[src/rtl/imem_pkg.sv]
// rtl/imem_pkg.sv - shared types, constants and index helper for the loadable instruction memory
package imem_pkg;

    typedef enum logic {
        ST_LOAD = 1'b0,
        ST_RUN  = 1'b1
    } imem_state_e;

    localparam logic [31:0] NOP_DEFAULT = 32'h0000_0000;

    // Fetch addresses are widened to IDX_W before the range check so that
    // high address bits can never alias back into the array.
    localparam int IDX_W = 64;

    function automatic logic [IDX_W-1:0] fetch_index(input logic [IDX_W-1:0] addr,
                                                      input bit               byte_addr);
        return byte_addr ? (addr >> 2) : addr;
    endfunction

endpackage

[src/rtl/imem_loadable_if.sv]
// rtl/imem_loadable_if.sv - load stream and fetch port bundle between fetch stage and instruction memory
interface imem_loadable_if #(
    parameter int DATA_W = 32,
    parameter int ADDR_W = 32
);
    logic              load_valid;
    logic [DATA_W-1:0] load_data;
    logic              load_last;
    logic              load_ready;
    logic              run_mode;

    logic              fetch_en;
    logic [ADDR_W-1:0] fetch_addr;
    logic              stall;
    logic              flush;

    logic [DATA_W-1:0] instr;
    logic              instr_valid;
    logic              addr_fault;

    modport master (
        output load_valid, load_data, load_last,
        output fetch_en, fetch_addr, stall, flush,
        input  load_ready, run_mode,
        input  instr, instr_valid, addr_fault
    );

    modport slave (
        input  load_valid, load_data, load_last,
        input  fetch_en, fetch_addr, stall, flush,
        output load_ready, run_mode,
        output instr, instr_valid, addr_fault
    );
endinterface

[src/rtl/imem_array.sv]
// rtl/imem_array.sv - DEPTH x DATA_W storage, synchronous write, combinational read
module imem_array #(
    parameter int DATA_W = 32,
    parameter int DEPTH  = 64,
    parameter int PTR_W  = 6
) (
    input  logic              clk,
    input  logic              we_i,
    input  logic [PTR_W-1:0]  waddr_i,
    input  logic [DATA_W-1:0] wdata_i,
    input  logic [PTR_W-1:0]  raddr_i,
    output logic [DATA_W-1:0] rdata_o
);
    // Contents are never reset; the owner masks stale words with its loaded bits.
    logic [DATA_W-1:0] mem_q [DEPTH];

    always_ff @(posedge clk) begin
        if (we_i) begin
            mem_q[waddr_i] <= wdata_i;
        end
    end

    assign rdata_o = mem_q[raddr_i];

endmodule

[src/rtl/imem_loadable.sv]
// rtl/imem_loadable.sv - instruction memory streamed in after reset, then serving registered fetches
module imem_loadable
    import imem_pkg::*;
#(
    parameter int                DATA_W    = 32,
    parameter int                DEPTH     = 64,
    parameter int                ADDR_W    = 32,
    parameter bit                BYTE_ADDR = 1'b0,
    parameter logic [DATA_W-1:0] NOP_WORD  = DATA_W'(NOP_DEFAULT)
) (
    input logic            clk,
    input logic            rst,
    imem_loadable_if.slave bus
);
    localparam int               PTR_W     = (DEPTH > 1) ? $clog2(DEPTH) : 1;
    localparam logic [IDX_W-1:0] DEPTH_IDX = IDX_W'(DEPTH);
    localparam logic [PTR_W-1:0] LAST_PTR  = PTR_W'(DEPTH - 1);

    imem_state_e       state_q, state_d;
    logic [PTR_W-1:0]  load_ptr_q, load_ptr_d;
    logic [DEPTH-1:0]  loaded_q, loaded_d;
    logic [DATA_W-1:0] instr_q, instr_d;
    logic              instr_valid_q, instr_valid_d;
    logic              addr_fault_q, addr_fault_d;

    logic              load_fire;
    logic              mem_we;
    logic [IDX_W-1:0]  fetch_idx;
    logic [PTR_W-1:0]  rd_idx;
    logic              idx_in_range;
    logic [DATA_W-1:0] rd_data;

    assign fetch_idx    = fetch_index(IDX_W'(bus.fetch_addr), BYTE_ADDR);
    assign idx_in_range = (fetch_idx < DEPTH_IDX);
    assign rd_idx       = fetch_idx[PTR_W-1:0];
    assign load_fire    = bus.load_valid && (state_q == ST_LOAD);

    imem_array #(
        .DATA_W (DATA_W),
        .DEPTH  (DEPTH),
        .PTR_W  (PTR_W)
    ) u_array (
        .clk     (clk),
        .we_i    (mem_we),
        .waddr_i (load_ptr_q),
        .wdata_i (bus.load_data),
        .raddr_i (rd_idx),
        .rdata_o (rd_data)
    );

    always_comb begin
        state_d       = state_q;
        load_ptr_d    = load_ptr_q;
        loaded_d      = loaded_q;
        instr_d       = instr_q;
        instr_valid_d = instr_valid_q;
        addr_fault_d  = addr_fault_q;
        mem_we        = 1'b0;

        case (state_q)
            ST_LOAD: begin
                instr_valid_d = 1'b0;
                addr_fault_d  = 1'b0;
                if (load_fire) begin
                    mem_we               = 1'b1;
                    loaded_d[load_ptr_q] = 1'b1;
                    load_ptr_d           = load_ptr_q + PTR_W'(1);
                    // A full array ends the load even without an explicit last marker.
                    if (bus.load_last || (load_ptr_q == LAST_PTR)) begin
                        state_d = ST_RUN;
                    end
                end
            end
            ST_RUN: begin
                if (bus.flush) begin
                    instr_d       = NOP_WORD;
                    instr_valid_d = 1'b0;
                    addr_fault_d  = 1'b0;
                end else if (!bus.stall) begin
                    if (bus.fetch_en) begin
                        instr_valid_d = 1'b1;
                        if (!idx_in_range) begin
                            instr_d      = NOP_WORD;
                            addr_fault_d = 1'b1;
                        end else if (!loaded_q[rd_idx]) begin
                            instr_d      = NOP_WORD;
                            addr_fault_d = 1'b0;
                        end else begin
                            instr_d      = rd_data;
                            addr_fault_d = 1'b0;
                        end
                    end else begin
                        instr_valid_d = 1'b0;
                        addr_fault_d  = 1'b0;
                    end
                end
            end
            default: begin
                state_d = ST_LOAD;
            end
        endcase
    end

    always_ff @(posedge clk) begin
        if (rst) begin
            state_q       <= ST_LOAD;
            load_ptr_q    <= '0;
            loaded_q      <= '0;
            instr_q       <= NOP_WORD;
            instr_valid_q <= 1'b0;
            addr_fault_q  <= 1'b0;
        end else begin
            state_q       <= state_d;
            load_ptr_q    <= load_ptr_d;
            loaded_q      <= loaded_d;
            instr_q       <= instr_d;
            instr_valid_q <= instr_valid_d;
            addr_fault_q  <= addr_fault_d;
        end
    end

    assign bus.load_ready  = (state_q == ST_LOAD);
    assign bus.run_mode    = (state_q == ST_RUN);
    assign bus.instr       = instr_q;
    assign bus.instr_valid = instr_valid_q;
    assign bus.addr_fault  = addr_fault_q;

endmodule

[src/flat_wrapper.sv]
// flat-port wrapper written by rule: the top's interface ports become plain ports
module imem_loadable_flat import imem_pkg::*;
#(
    parameter int                DATA_W    = 32,
    parameter int                DEPTH     = 64,
    parameter int                ADDR_W    = 32,
    parameter bit                BYTE_ADDR = 1'b0,
    parameter logic [DATA_W-1:0] NOP_WORD  = DATA_W'(NOP_DEFAULT)
)
  (clk, rst, bus_load_valid, bus_load_data, bus_load_last, bus_fetch_en, bus_fetch_addr, bus_stall, bus_flush, bus_load_ready, bus_run_mode, bus_instr, bus_instr_valid, bus_addr_fault);
  imem_loadable_if #(.DATA_W(DATA_W), .ADDR_W(ADDR_W)) bus_i ();
  input logic clk;
  input logic rst;
  input wire logic [$bits(bus_i.load_valid)-1:0] bus_load_valid;
  input wire logic [$bits(bus_i.load_data)-1:0] bus_load_data;
  input wire logic [$bits(bus_i.load_last)-1:0] bus_load_last;
  input wire logic [$bits(bus_i.fetch_en)-1:0] bus_fetch_en;
  input wire logic [$bits(bus_i.fetch_addr)-1:0] bus_fetch_addr;
  input wire logic [$bits(bus_i.stall)-1:0] bus_stall;
  input wire logic [$bits(bus_i.flush)-1:0] bus_flush;
  output wire logic [$bits(bus_i.load_ready)-1:0] bus_load_ready;
  output wire logic [$bits(bus_i.run_mode)-1:0] bus_run_mode;
  output wire logic [$bits(bus_i.instr)-1:0] bus_instr;
  output wire logic [$bits(bus_i.instr_valid)-1:0] bus_instr_valid;
  output wire logic [$bits(bus_i.addr_fault)-1:0] bus_addr_fault;
  assign bus_i.load_valid = bus_load_valid;
  assign bus_i.load_data = bus_load_data;
  assign bus_i.load_last = bus_load_last;
  assign bus_i.fetch_en = bus_fetch_en;
  assign bus_i.fetch_addr = bus_fetch_addr;
  assign bus_i.stall = bus_stall;
  assign bus_i.flush = bus_flush;
  assign bus_load_ready = bus_i.load_ready;
  assign bus_run_mode = bus_i.run_mode;
  assign bus_instr = bus_i.instr;
  assign bus_instr_valid = bus_i.instr_valid;
  assign bus_addr_fault = bus_i.addr_fault;
  imem_loadable #(.DATA_W(DATA_W), .DEPTH(DEPTH), .ADDR_W(ADDR_W), .BYTE_ADDR(BYTE_ADDR), .NOP_WORD(NOP_WORD)) u_core (.clk(clk), .rst(rst), .bus(bus_i));
endmodule
[config.mk]
export PLATFORM = sky130hd
export DESIGN_NAME = imem_loadable_flat
export DESIGN_NICKNAME = d
export VERILOG_FILES = /design/src/rtl/imem_pkg.sv /design/src/rtl/imem_loadable_if.sv /design/src/rtl/imem_array.sv /design/src/rtl/imem_loadable.sv /design/src/flat_wrapper.sv
export SDC_FILE = /design/constraint.sdc
export NUM_CORES = 2
export LEC_CHECK = 0
export ABC_CLOCK_PERIOD_IN_PS = 2700
export BUFFER_PORTS_ARGS = -buffer_cell sky130_fd_sc_hd__buf_2
export CORE_MARGIN = 4
export CORE_UTILIZATION = 40
export CTS_CLUSTER_DIAMETER = 150
export CTS_CLUSTER_SIZE = 20
export DETAILED_ROUTE_END_ITERATION = 10
export SLEW_MARGIN = 20
export SYNTH_ARGS = -nofsm -noshare
export SYNTH_HDL_FRONTEND = slang
export SYNTH_SLANG_ARGS = --single-unit
[constraint.sdc]
create_clock -name clk -period 2.7 [get_ports clk]
set_input_delay 0.27 -clock clk [delete_from_list [all_inputs] [get_ports clk]]
set_output_delay 0.27 -clock clk [all_outputs]
set_load 0.01 [all_outputs]
==> qor.txt <==
post-DP HPWL = 135 mm
Die X = 463 um
Net Sw Frac = 0.214
final clock period utilization by the worst path = 0.890
VDD IR max = 0.000671 V
CTS tree = done
Pint = 46.3 mW
Fill cells = 17100
setup violators final = 0
wire per inst = 30.7 um
Skew-Pair Late Insertion Delay = 770 ps
Worst EP required = 3340 ps
Top Ports = 107
RSZ-0062 raised after global routing = no
Slew headroom = 0.238
first-pass GRT wire length = 316 mm
Worst Hold Class = primary input to register
Worst-path clk slew = 80 ps
TritonCTS buffer count = 117
worst-margin pin slew = 1140 ps
ratio of cells with drive above 1 in the final layout = 0.253
GRT Total Usage = 0.204
antenna-violating nets left = 0
grt total ovfl = 0
Final WS setup = 297 ps
status = finished, final reports clean
Routed WL = 223 mm
top cells by area, synth = edfxtp_1 (74%), mux4_2 (11%), mux2i_1 (3.2%)
crit-path max FO = 25
Root Driver = clkbuf_16
fin crit period = 2400 ps
syn nets = 4121
Max Slew Vio Count = 0
largest net degree at the start of global routing = 69
DR pass1 iterations = 5
most frequent cells in the layout = edfxtp_1 (2048), mux4_2 (410), buf_4 (293)
Clock power frac = 0.317
GP Congestion = 0.809
initial antenna violation count = 16
CP Launch Type = register
Yosys reg bits = 2153
post-synth cell types = 57
pwr dens = 628 nW/um2
Final #Nets = 4535
Vias per Instance = 5.82
FP Rows = 166
Clock Path Buffers = 3
clk_skew = 30.5 ps
CP Capture Type = register
worst slack, placed = -63.8 ps
Synth Area per Inst = 20.4 um2
Remaining DRCs = 0
die area = 214000 um2
commonest non-fill, non-tap cell in the layout = edfxtp_1
Yosys top cell by area = edfxtp_1
EDFF count, synth = 2048
die span in y = 463 um
synthesized area = 82700 um2
vias in the first global route = 41800
routed via count = 42200
maxcap violations = 0
Core Footprint = 205000 um2
asr flop ratio synth = 0
max frequency = 416 MHz
hold depth = 1
initial drt markers = 4676
leakage dissipation = 29.7 nW
Crit Path Class = register to register
top-area cell type share of the netlist area = 0.743
PortBufs = 106
clock sink total = 2153
setup TNS = 0 ps
P_sw = 12.6 mW
H-tree depth = 3
Initial Utilization = 0.403
Synth Flop Type = edfxtp_1
CP Data Arrival Time = 3050 ps
Cells after Synth = 4049
Area Overhead vs Synth = 13.4%
R2R depth = 8
Synth warnings = 0
sequential share of power = 0.621
final hold violation count = 0
sequential area share after synthesis = 0.769
Comb pwr share = 0.062
## power groups by stage
stage               clock [mW]  combinational, mW  sequential [mW]
floorplan                    0               1.85             37.4
global placement             0               3.59             37.4
detailed placement           0               3.63             37.4
CTS                       19.1               3.66             36.6
global route              20.4               3.87             36.6
finish                    18.7               3.64             36.6
## cells by family (layout without fill, tap and decap cells)
| kind of cell | count (synthesis) | count (layout) | share of synthesized area |
|---|---|---|---|
| compound gates | 463 | 463 | 0.0387 |
| xor+xnor | 3 | 3 | 0.000318 |
| fa+ha+maj | 1 | 1 | 0.000151 |
| buf+inv | 248 | 755 | 0.0193 |
| flops | 2153 | 2153 | 0.769 |
| mux | 689 | 689 | 0.147 |
| other cells | 0 | 5 | 0 |
| simple gates | 492 | 492 | 0.0260 |
## worst max-delay path, cell delays in order, from the launching register on
cell      delay (ps)
dfxtp_1          320
mux4_1           570
o31ai_1          480
buf_4            200
a2111o_1          80
o21ai_0          110
nand2b_2         140
buf_12           220
o21ai_0          130
## cell usage after synthesis, drive strengths merged, types with 6 or more instances
| master | number |
|---|---|
| nand2 | 153 |
| dfxtp | 105 |
| nor2 | 201 |
| nand3 | 11 |
| and2 | 25 |
| edfxtp | 2048 |
| and3 | 16 |
| mux2i | 262 |
| o21ba | 13 |
| o21ai | 59 |
| a211oi | 45 |
| o22ai | 25 |
| mux4 | 417 |
| a21oi | 130 |
| buf | 151 |
| o221ai | 129 |
| nor2b | 14 |
| nor4 | 11 |
| a31oi | 11 |
| or3 | 21 |
| o311ai | 18 |
| a311oi | 7 |
| mux2 | 10 |
| a221oi | 6 |
| clkbuf | 90 |
| nor3 | 26 |
## worst paths after layout
path                                                        from                               endpoint  slack, ps
worst max-delay path             u_core.loaded_q[9]$_SDFFE_PP0P_      u_core.bus.instr[20]$_SDFFE_PP0P_        300
worst min-delay path                           bus_load_data[20]  u_core.u_array.mem_q[7][20]$_DFFE_PP_         40
worst min register to register  u_core.bus.instr[9]$_SDFFE_PP0P_       u_core.bus.instr[9]$_SDFFE_PP0P_        460
worst max register to register   u_core.loaded_q[9]$_SDFFE_PP0P_      u_core.bus.instr[20]$_SDFFE_PP0P_        300
## routing by layer
metal / vias up / GRT usage / wire length (um)
li1: 17500 / - / -
met4: 4 / 0.0493 / 5920
met1: 22700 / 0.284 / 91300
met5: - / 0.00535 / 181
met3: 287 / 0.0415 / 17900
met2: 1664 / 0.331 / 108000
## sequential cells by signal, indices dropped and copies added, names as in the netlist
register                cells
u_core.bus.run_mode         1
u_core.bus.instr           32
u_core.u_array.mem_q     2048
u_core.bus.instr_valid      1
u_core.load_ptr_q           6
u_core.bus.addr_fault       1
u_core.loaded_q            64
## per-stage QoR
| step | utilization | instance area [um2] | hold slack, ps | total power [mW] | instances |
|---|---|---|---|---|---|
| 2_1_floorplan | - | 82800 | 369 | 39.2 | 4049 |
| 3_3_place_gp | 0.440 | 90300 | 438 | 40.9 | 7015 |
| 3_5_place_dp | 0.440 | 90300 | 448 | 41.0 | 7015 |
| 4_1_cts | 0.457 | 93800 | 2.98 | 59.4 | 7244 |
| 5_1_grt | 0.457 | 93800 | 19.7 | 60.9 | 7245 |
| 6_report | 0.457 | 93800 | 39.8 | 58.9 | 7249 |
## timing repair
| action | in CTS | in global routing |
|---|---|---|
| endpoints found under the setup margin | 0 | 0 |
| gates resized for setup | 0 | 0 |
| setup buffers | 0 | 0 |
| hold endpoints to repair | 117 | 0 |
| hold buffers | 17 | 0 |
## final cells by class
class | instances | area [um2] | share of cell area
flip-flops and latches | 2153 | 63600 | 0.678
multi-input cells | 1648 | 18000 | 0.192
repair buffers | 536 | 5380 | 0.0574
well taps | 2688 | 3360 | 0.0358
clock buffers | 207 | 3330 | 0.0355
clock inverters | 5 | 51.3 | 0.000547
inverters | 7 | 35.0 | 0.000373
diodes | 5 | 12.5 | 0.000133
Note: power is estimated with default switching activity, not from simulation.
